File: src/rtl/edit_seq_ctrl.sv
// edit_seq_ctrl: debounced front-panel sequencer for the hex operand editor (mode FSM, cursor, blink, write commands).
// Define AUTOREPEAT_EN to enable autorepeat of digit writes while BTN[2]/BTN[3] is held.
module edit_seq_ctrl #(
  parameter int DEB_CNT     = 50000,
  parameter int BLINK_DIV   = 12500000,
  parameter int REPEAT_DLY  = 25000000,
  parameter int REPEAT_RATE = 5000000
) (
  input  logic       clk,
  input  logic       rst,
  input  logic [3:0] BTN,
  input  logic       mode_btn,
  output logic [1:0] mode,
  output logic [2:0] cursor,
  output logic [7:0] blink,
  output logic       wr_a,
  output logic       wr_b,
  output logic       wr_dir,
  output logic [2:0] wr_digit
);
  localparam int DW = $clog2(DEB_CNT + 1);
  localparam int BW = $clog2(BLINK_DIV);

  typedef enum logic [1:0] {EDIT_A = 2'b00, EDIT_B = 2'b01, VIEW = 2'b10} mode_t;

  logic [4:0] raw_in, deb_lvl, ev;
  assign raw_in = {mode_btn, BTN};

  // Bit 4 is the mode button, bits 3:0 the edit buttons.
  for (genvar gi = 0; gi < 5; gi++) begin : g_deb
    logic s1_q, s1_d, s2_q, s2_d, lvl_q, lvl_d, ev_q, ev_d;
    logic [DW-1:0] cnt_q, cnt_d;

    always_comb begin
      s1_d  = raw_in[gi];
      s2_d  = s1_q;
      lvl_d = lvl_q;
      cnt_d = '0;
      if (s2_q != lvl_q) begin
        if (cnt_q == DW'(DEB_CNT)) lvl_d = s2_q;
        else                       cnt_d = cnt_q + DW'(1);
      end
      ev_d = lvl_d & ~lvl_q;
    end

    always_ff @(posedge clk or posedge rst) begin
      if (rst) begin
        s1_q  <= 1'b0;
        s2_q  <= 1'b0;
        lvl_q <= 1'b0;
        ev_q  <= 1'b0;
        cnt_q <= '0;
      end else begin
        s1_q  <= s1_d;
        s2_q  <= s2_d;
        lvl_q <= lvl_d;
        ev_q  <= ev_d;
        cnt_q <= cnt_d;
      end
    end

    assign deb_lvl[gi] = lvl_q;
    assign ev[gi]      = ev_q;
  end

  mode_t         mode_q, mode_d;
  logic [2:0]    cursor_q, cursor_d, wr_digit_q, wr_digit_d;
  logic [BW-1:0] bcnt_q, bcnt_d;
  logic          phase_q, phase_d, wr_a_q, wr_a_d, wr_b_q, wr_b_d, wr_dir_q, wr_dir_d;
  logic          mode_ev, cur_ev, in_edit, dig_fire, restart, rpt_fire, rpt_dir;

  assign mode_ev = ev[4];
  assign cur_ev  = ev[0] | ev[1];
  assign in_edit = (mode_q != VIEW);

  always_comb begin
    mode_d   = mode_q;
    cursor_d = cursor_q;
    phase_d  = phase_q;
    dig_fire = 1'b0;
    restart  = 1'b0;
    if (bcnt_q == BW'(BLINK_DIV - 1)) begin
      bcnt_d  = '0;
      phase_d = ~phase_q;
    end else begin
      bcnt_d  = bcnt_q + BW'(1);
    end
    // Mode beats cursor beats digit; an opposing pair of events cancels itself.
    if (mode_ev) begin
      restart = 1'b1;
      case (mode_q)
        EDIT_A:  mode_d = EDIT_B;
        EDIT_B:  mode_d = VIEW;
        default: mode_d = EDIT_A;
      endcase
    end else if (cur_ev) begin
      if (in_edit && (ev[0] != ev[1])) begin
        restart  = 1'b1;
        cursor_d = ev[0] ? cursor_q + 3'd1 : cursor_q - 3'd1;
      end
    end else if (in_edit && (ev[2] != ev[3])) begin
      dig_fire = 1'b1;
    end
    if (restart) begin
      bcnt_d  = '0;
      phase_d = 1'b1;
    end
  end

`ifdef AUTOREPEAT_EN
  localparam int RMAX = (REPEAT_DLY > REPEAT_RATE) ? REPEAT_DLY : REPEAT_RATE;
  localparam int RW   = $clog2(RMAX);

  logic          rpt_on_q, rpt_on_d, rpt_first_q, rpt_first_d, hold_ok, unused_lvl;
  logic [RW-1:0] rpt_cnt_q, rpt_cnt_d, rpt_lim;

  assign unused_lvl = ^{deb_lvl[4], deb_lvl[1:0]};
  assign hold_ok    = (deb_lvl[2] ^ deb_lvl[3]) && in_edit && !mode_ev && !cur_ev;
  assign rpt_lim    = rpt_first_q ? RW'(REPEAT_DLY - 1) : RW'(REPEAT_RATE - 1);
  assign rpt_dir    = deb_lvl[2];

  always_comb begin
    rpt_on_d    = 1'b0;
    rpt_first_d = rpt_first_q;
    rpt_cnt_d   = '0;
    rpt_fire    = 1'b0;
    if (dig_fire) begin
      rpt_on_d    = 1'b1;
      rpt_first_d = 1'b1;
    end else if (rpt_on_q && hold_ok) begin
      rpt_on_d = 1'b1;
      if (rpt_cnt_q == rpt_lim) begin
        rpt_fire    = 1'b1;
        rpt_first_d = 1'b0;
      end else begin
        rpt_cnt_d = rpt_cnt_q + RW'(1);
      end
    end
  end

  always_ff @(posedge clk or posedge rst) begin
    if (rst) begin
      rpt_on_q    <= 1'b0;
      rpt_first_q <= 1'b0;
      rpt_cnt_q   <= '0;
    end else begin
      rpt_on_q    <= rpt_on_d;
      rpt_first_q <= rpt_first_d;
      rpt_cnt_q   <= rpt_cnt_d;
    end
  end
`else
  logic unused_rpt;
  assign unused_rpt = ^{deb_lvl, REPEAT_DLY[0], REPEAT_RATE[0]};
  assign rpt_fire   = 1'b0;
  assign rpt_dir    = 1'b0;
`endif

  // The digit index is the cursor registered before this edge.
  always_comb begin
    wr_a_d     = 1'b0;
    wr_b_d     = 1'b0;
    wr_dir_d   = wr_dir_q;
    wr_digit_d = wr_digit_q;
    if (dig_fire || rpt_fire) begin
      wr_a_d     = (mode_q == EDIT_A);
      wr_b_d     = (mode_q == EDIT_B);
      wr_dir_d   = dig_fire ? ev[2] : rpt_dir;
      wr_digit_d = cursor_q;
    end
  end

  always_ff @(posedge clk or posedge rst) begin
    if (rst) begin
      mode_q     <= EDIT_A;
      cursor_q   <= 3'd0;
      bcnt_q     <= '0;
      phase_q    <= 1'b1;
      wr_a_q     <= 1'b0;
      wr_b_q     <= 1'b0;
      wr_dir_q   <= 1'b0;
      wr_digit_q <= 3'd0;
    end else begin
      mode_q     <= mode_d;
      cursor_q   <= cursor_d;
      bcnt_q     <= bcnt_d;
      phase_q    <= phase_d;
      wr_a_q     <= wr_a_d;
      wr_b_q     <= wr_b_d;
      wr_dir_q   <= wr_dir_d;
      wr_digit_q <= wr_digit_d;
    end
  end

  assign mode     = mode_q;
  assign cursor   = cursor_q;
  assign blink    = (in_edit && phase_q) ? (8'b1 << cursor_q) : 8'h00;
  assign wr_a     = wr_a_q;
  assign wr_b     = wr_b_q;
  assign wr_dir   = wr_dir_q;
  assign wr_digit = wr_digit_q;
endmodule
File: config.mk
export PLATFORM = sky130hd
export DESIGN_NAME = edit_seq_ctrl
export DESIGN_NICKNAME = d
export VERILOG_FILES = /design/src/rtl/edit_seq_ctrl.sv
export SDC_FILE = /design/constraint.sdc
export NUM_CORES = 1
export LEC_CHECK = 0
export CAP_MARGIN = 25
export CORE_MARGIN = 5
export CORE_UTILIZATION = 55
export DETAILED_ROUTE_END_ITERATION = 16
export GPL_TIMING_DRIVEN = 1
export HOLD_SLACK_MARGIN = 0.12
export PLACE_DENSITY = 0.73
export SLEW_MARGIN = 20
export SYNTH_ARGS = -nofsm -noshare
export SYNTH_HDL_FRONTEND = slang
export SYNTH_SLANG_ARGS = --single-unit
File: constraint.sdc
create_clock -name clk -period 4.96 [get_ports clk]
set_input_delay 0.744 -clock clk [delete_from_list [all_inputs] [get_ports clk]]
set_output_delay 0.744 -clock clk [all_outputs]
set_load 0.01 [all_outputs]
# --- After elaboration in Yosys (flattened, before gate mapping) ---
# Index checks and enable logic that the tools add are counted.
# Widths: inputs -> output; s select.
op_classes:
  add_sub_neg: 8
  multipliers: 0
  div_mod_pow: 0
  n_lt_le_gt_ge: 0
  eq_ne: 15
  shifts: 1
  mux: 35
  bitwise: 13
  reduce_logical: 6
op_table:
  columns: ["operator", "n"]
  rows:
  - ["$mux 16", 10]
  - ["$add 16x1->16 const B", 5]
  - ["$eq 16x16->1 const B", 5]
  - ["$mux 24", 2]
  - ["$add 24x1->24 const B", 1]
  - ["$eq 24x24->1 const B", 1]
  - ["$mux 1", 20]
  - ["$mux 8", 1]
  - ["$shl 1x3->8 const A", 1]
  - ["$ne 1x1->1", 7]
  - ["$not 1->1", 7]
  - ["$and 1x1->1", 5]
  - ["$pmux 2 s2", 1]
  - ["$add 3x1->3 const B", 1]
  - ["$logic_and 1x1->1", 3]
  - ["$mux 3", 1]
  - ["$reduce_and 3->1", 1]
  - ["$sub 3x1->3 const B", 1]
  - ["$eq 2x1->1 const B", 1]
  - ["$logic_not 2->1", 1]
  - ["$ne 2x2->1 const B", 1]
  - ["$reduce_bool 2->1", 1]
  - ["$or 1x1->1", 1]
totals:
  register_bits: 136
  latchBits: 0
  ramBits: 0
  mem_bits_ro: 0
  output_inout_bits: 19
  wordCells: 111
  n_memories: 0

# --- Logic depth before layout (Yosys ltp) ---
logic_depth:
  word_depth: 6
  depth_mapped: 8
  ltp_nobuf: 6

# --- Worst setup path before layout ---
# No wires, ideal clock.
synth_path:
  path_type: "reg2reg"
  start: "register g_deb[4].cnt_q[7]"
  end: "register g_deb[4].cnt_q[10]"
  setup_time_ns: 0.119
  arrival_time_ns: 1.813
  t_required_ns: 4.841
  path_slack_ns: 3.028
  path_stages_with_launch: 8
  path_buffers: 3
  period_less_slack_ns: 1.932
  cell_sequence: "dfrtp_1 -> clkbuf_1 -> or4b_2 -> nor4_1 -> or2_1 -> buf_4 -> buf_6 -> nor2_1"
synth_between:
  elab_chain_cells: 3
  elab_cells_between_ends: 4
synth_rtl:
  columns: ["element", "line", "source"]
  rows:
  - ["start: declaration", "32", "logic [DW-1:0] cnt_q, cnt_d;"]
  - ["start signal: assignment", "58", "cnt_q <= cnt_d;"]
  - ["$add 16x1->16 / $eq 16x16->1 (equally long branches)", "41, 40", null]
  - ["$mux 16 (*)", "40", "if (cnt_q == DW'(DEB_CNT)) lvl_d = s2_q;"]
  - ["$mux 16 (*)", "39", "if (s2_q != lvl_q) begin"]
  - ["via g_deb[4].cnt_d[10]", "32", null]
# The timed path passes the listed nets; every way through them passes the cells marked *.
# A chain may end at the register's enable or synchronous reset.

# --- Worst setup path after layout ---
layout_path:
  start: "register mode_q[0], in the netlist mode[0]"
  end: "output blink[0]"
layout_between:
  elab_chain_cells: 3
layout_rtl:
  columns: ["element", "line", "source"]
  rows:
  - ["start: declaration", "66", "mode_t mode_q, mode_d;"]
  - ["start signal: assignment", "184", "mode_q <= mode_d;"]
  - ["$ne 2x2->1", "74", "assign in_edit = (mode_q != VIEW);"]
  - ["$logic_and 1x1->1", "197", "assign blink = (in_edit && phase_q) ? (8'b1 << cursor_q) : 8'h00;"]
  - ["$mux 8", "197", null]
  - ["end: declaration", "15", "output logic [7:0] blink,"]
# No other way between the ends.

==> results by group <==
Outcome
  • Outcome: finished clean

Synth
  • Most used DFF post-synth: dfrtp_1
  • Synthesized flop and latch total: 136
  • Mapped Area: ~6500 µm²
  • Register area share after synthesis: between 50 and 60%
  • Commonest cells post-synth: dfrtp_1, nor2_1, xnor2_1
  • Post-synth top area cell: dfrtp_1
  • Area share of the largest cell type after synthesis: 51.8%
  • Synth warnings: 0
  • Synth Net Count: ~660
  • Count leader, synth: dfrtp_1
  • Async set-or-reset flop fraction in the synthesized netlist: between 90% and 100%
  • Post-synth cell types: 42
  • Post-synth EDFFs: 0
  • Cells after Synth: roughly 640
  • Syn Area/Cell: 10.2 µm²
  • Synth top area cells: dfrtp_1, xnor2_1, nor2_1, xor2_1, nand4_1

Drt
  • Via density: between 5 and 6
  • Vias: between 4000 and 5000
  • ANT nets after route: 0
  • First-pass detailed-route iteration total: 5
  • Initial detailed-routing violation count: ~270
  • Drt total wl: 12.2 mm
  • # DRC: 0
  • Wire length per cell: ~15 µm

Pwr
  • Combinational share of power: between 2 and 3%
  • Int Pwr: between 1.5 and 2 mW
  • PD cells: 328 nW/µm²
  • Peak supply drop: between 200 and 250 µV
  • Clock power frac: approximately half
  • Switch share: ~21%
  • Flop pwr share: between 40 and 50%
  • Switching power of the nets: about 0.51 mW
  • Leakage: between 3 and 4 nW

Final layout
  • Area grow syn2layout: 15.4%
  • Non-Filler Instances: 828
  • Share of layout cells above drive strength 1: ~7.0%
  • Antenna Cells: 0
  • Final Net Count: slightly below 700
  • Final instance area: 7520 µm²

Setup path
  • WP data required: between 4 and 5 ns
  • Critical path arrival: 2.04 ns
  • Crit path kind: reg -> out
  • CP Launch Type: flop
  • CP endpoint kind: output pin
  • CP Max Fanout: 7
  • Cell depth of the worst flop-to-flop path: 4

CTS
  • Post_cts resized: 0
  • CTS buffer count: 17
  • Max clock buf depth: 2
  • Clock root cell: clkbuf_16
  • # H-tree levels: 4
  • Clock insertion delay at the later pin of the skew report: around 0.42 ns
  • CTS clk-pin slew, worst paths: roughly 0.05 ns
  • # Post-CTS Setup Buffers: 0
  • CTS tree: yes
  • CTS Hold Bufs: 0
  • Clock sinks: approximately 140

STA
  • Final setup violating endpoints: 0
  • Max frequency: ~360 MHz
  • Clk_skew: roughly 0.0080 ns
  • Worst-margin pin slew: about 0.62 ns
  • Setup TNS: 0 ns
  • RSZ-0062 raised after global routing: false
  • Final worst path period share: between 50% and 60%
  • Pins Over Slew Limit: 0
  • Final Hold Fails: 0
  • Min cycle time layout: 2.78 ns
  • Slew headroom: roughly three fifths

Floorplanning
  • Initial Util: between 50% and 60%
  • I/O pin count: 26
  • Die Y: roughly 120 µm
  • Core ar.: roughly 12000 µm²
  • Row Count: 39
  • Die area: approximately 14000 µm²
  • DIE WIDTH: around 120 µm

Flow run
  • Max-Cap Viols: 0

Global route
  • GRT overflow: 0
  • Largest net degree at the start of global routing: 80
  • First-pass GRT wire length: 21.1 mm
  • Global Route Usage Sum: 18.3%
  • Vias in the first global route: ~4600
  • Initial antenna violation count: 0

Worst hold path
  • Hold Path Stages: 0
  • Worst hold path class: reg -> reg

Place
  • Port bufs: 25
  • DP Wirelength: between 8 and 9 mm
  • Dpl cells: 796
  • Area after DPL: 6910 µm²
  • GP Congestion: about 0.86
[cell families (layout without fill, tap and decap cells)]
| kind of cell | Yosys count | in the layout | share of synthesized area (%) |
|---|---|---|---|
| xor gates and xnor gates | 86 | 86 | 11.5 |
| AOI/OAI and AO/OA | 33 | 33 | 2.86 |
| adders and majority gates | 13 | 13 | 2.61 |
| and+or+nand+nor | 319 | 319 | 26.2 |
| muxes | 12 | 12 | 2.05 |
| buffers and inverters | 40 | 86 | 2.55 |
| DFF | 136 | 136 | 52.2 |
[cells in the final DEF, fill, tap and decap left out, types with 2 or more instances in the layout]
cell and instances:
nand4_1 34, xnor2_1 47, nor3_1 17, bufinv_16 3, xor2_1 39, clkbuf_16 17, nor3b_1 6, clkbuf_1 4
clkbuf_8 2, nor4b_1 6, nand3_1 39, nor2_1 100, o21ai_0 10, or3_1 13, mux2_2 11, and4_1 14
nor4_1 18, dfrtp_1 135, nand2_1 33, ha_1 12, nand2b_1 3, and3b_1 3, o31ai_1 5, clkinv_2 3
nand4b_1 2, or4_1 8, and3_1 11, nor4bb_1 3, clkdlybuf4s50_1 25, buf_4 3, and4b_1 4, inv_1 25
a21oi_1 14
[worst paths after layout]
| check | start | to | slack (ns) |
|---|---|---|---|
| worst max-delay path | mode[0]$_DFFE_PP0P_ | blink[0] | 2.18 |
| worst min-delay path | g_deb[2].s1_q$_DFF_PP0_ | g_deb[2].s2_q$_DFF_PP0_ | 0.35 |
| worst max register to register | g_deb[4].cnt_q[10]$_DFF_PP0_ | g_deb[4].cnt_q[6]$_DFF_PP0_ | 2.70 |
| worst min register to register | g_deb[2].s1_q$_DFF_PP0_ | g_deb[2].s2_q$_DFF_PP0_ | 0.35 |
| max in group asynchronous | rst | bcnt_q[4]$_DFF_PP0_ | 3.30 |
| min in group asynchronous | rst | g_deb[4].cnt_q[15]$_DFF_PP0_ | 0.65 |
[worst max-delay path, cell delays in order (launching register included)]
cell,delay [ns]
dfrtp_1,0.41
nand2b_1,0.24
nand3b_1,0.17
nor3_1,0.21
clkdlybuf4s50_1,0.58
[registers in the layout, indices dropped and copies added, names as in the netlist]
signal and count:
wr_a 1, g_deb.lvl_q 5, mode 2, wr_b 1
phase_q 1, bcnt_q 24, wr_dir 1, wr_digit 3
g_deb.s1_q 5, g_deb.s2_q 5, cursor 3, g_deb.ev_q 5
g_deb.cnt_q 80
[layer usage]
layer / track usage (%) / routed length [µm]
met4: 8.33 / 197
met2: 29.5 / 6110
met1: 23.0 / 5590
met5: 0 / 0
met3: 5.02 / 340
[power groups by stage]
stage	logic [mW]	clock network [mW]	registers, mW
CTS	0.0653	1.29	1.14
global route	0.0771	1.34	1.14
finish	0.0652	1.26	1.14
global placement	0.0620	0	1.16
floorplan	0.0476	0	1.16
detailed placement	0.0647	0	1.16
[layout make-up]
cell class	count	area (µm²)
fill	890	3990
tap	143	179
clock buffer	23	468
sequential	136	3400
inverter	26	100
timing repair buffer	29	300
clock inverter	8	121
multi-input combinational	463	2950
[per-stage QoR]
stage	power, mW	setup WS (ns)	hold WS (ns)	util (%)
floorplan	1.20	0.578	0.331	-
global placement	1.22	2.64	0.333	60.0
detailed placement	1.23	2.57	0.337	60.0
CTS	2.50	2.12	0.350	65.1
global route	2.56	1.96	0.355	65.3
finish	2.47	2.18	0.348	65.3
No activity file was read; power rests on OpenSTA's default activity.
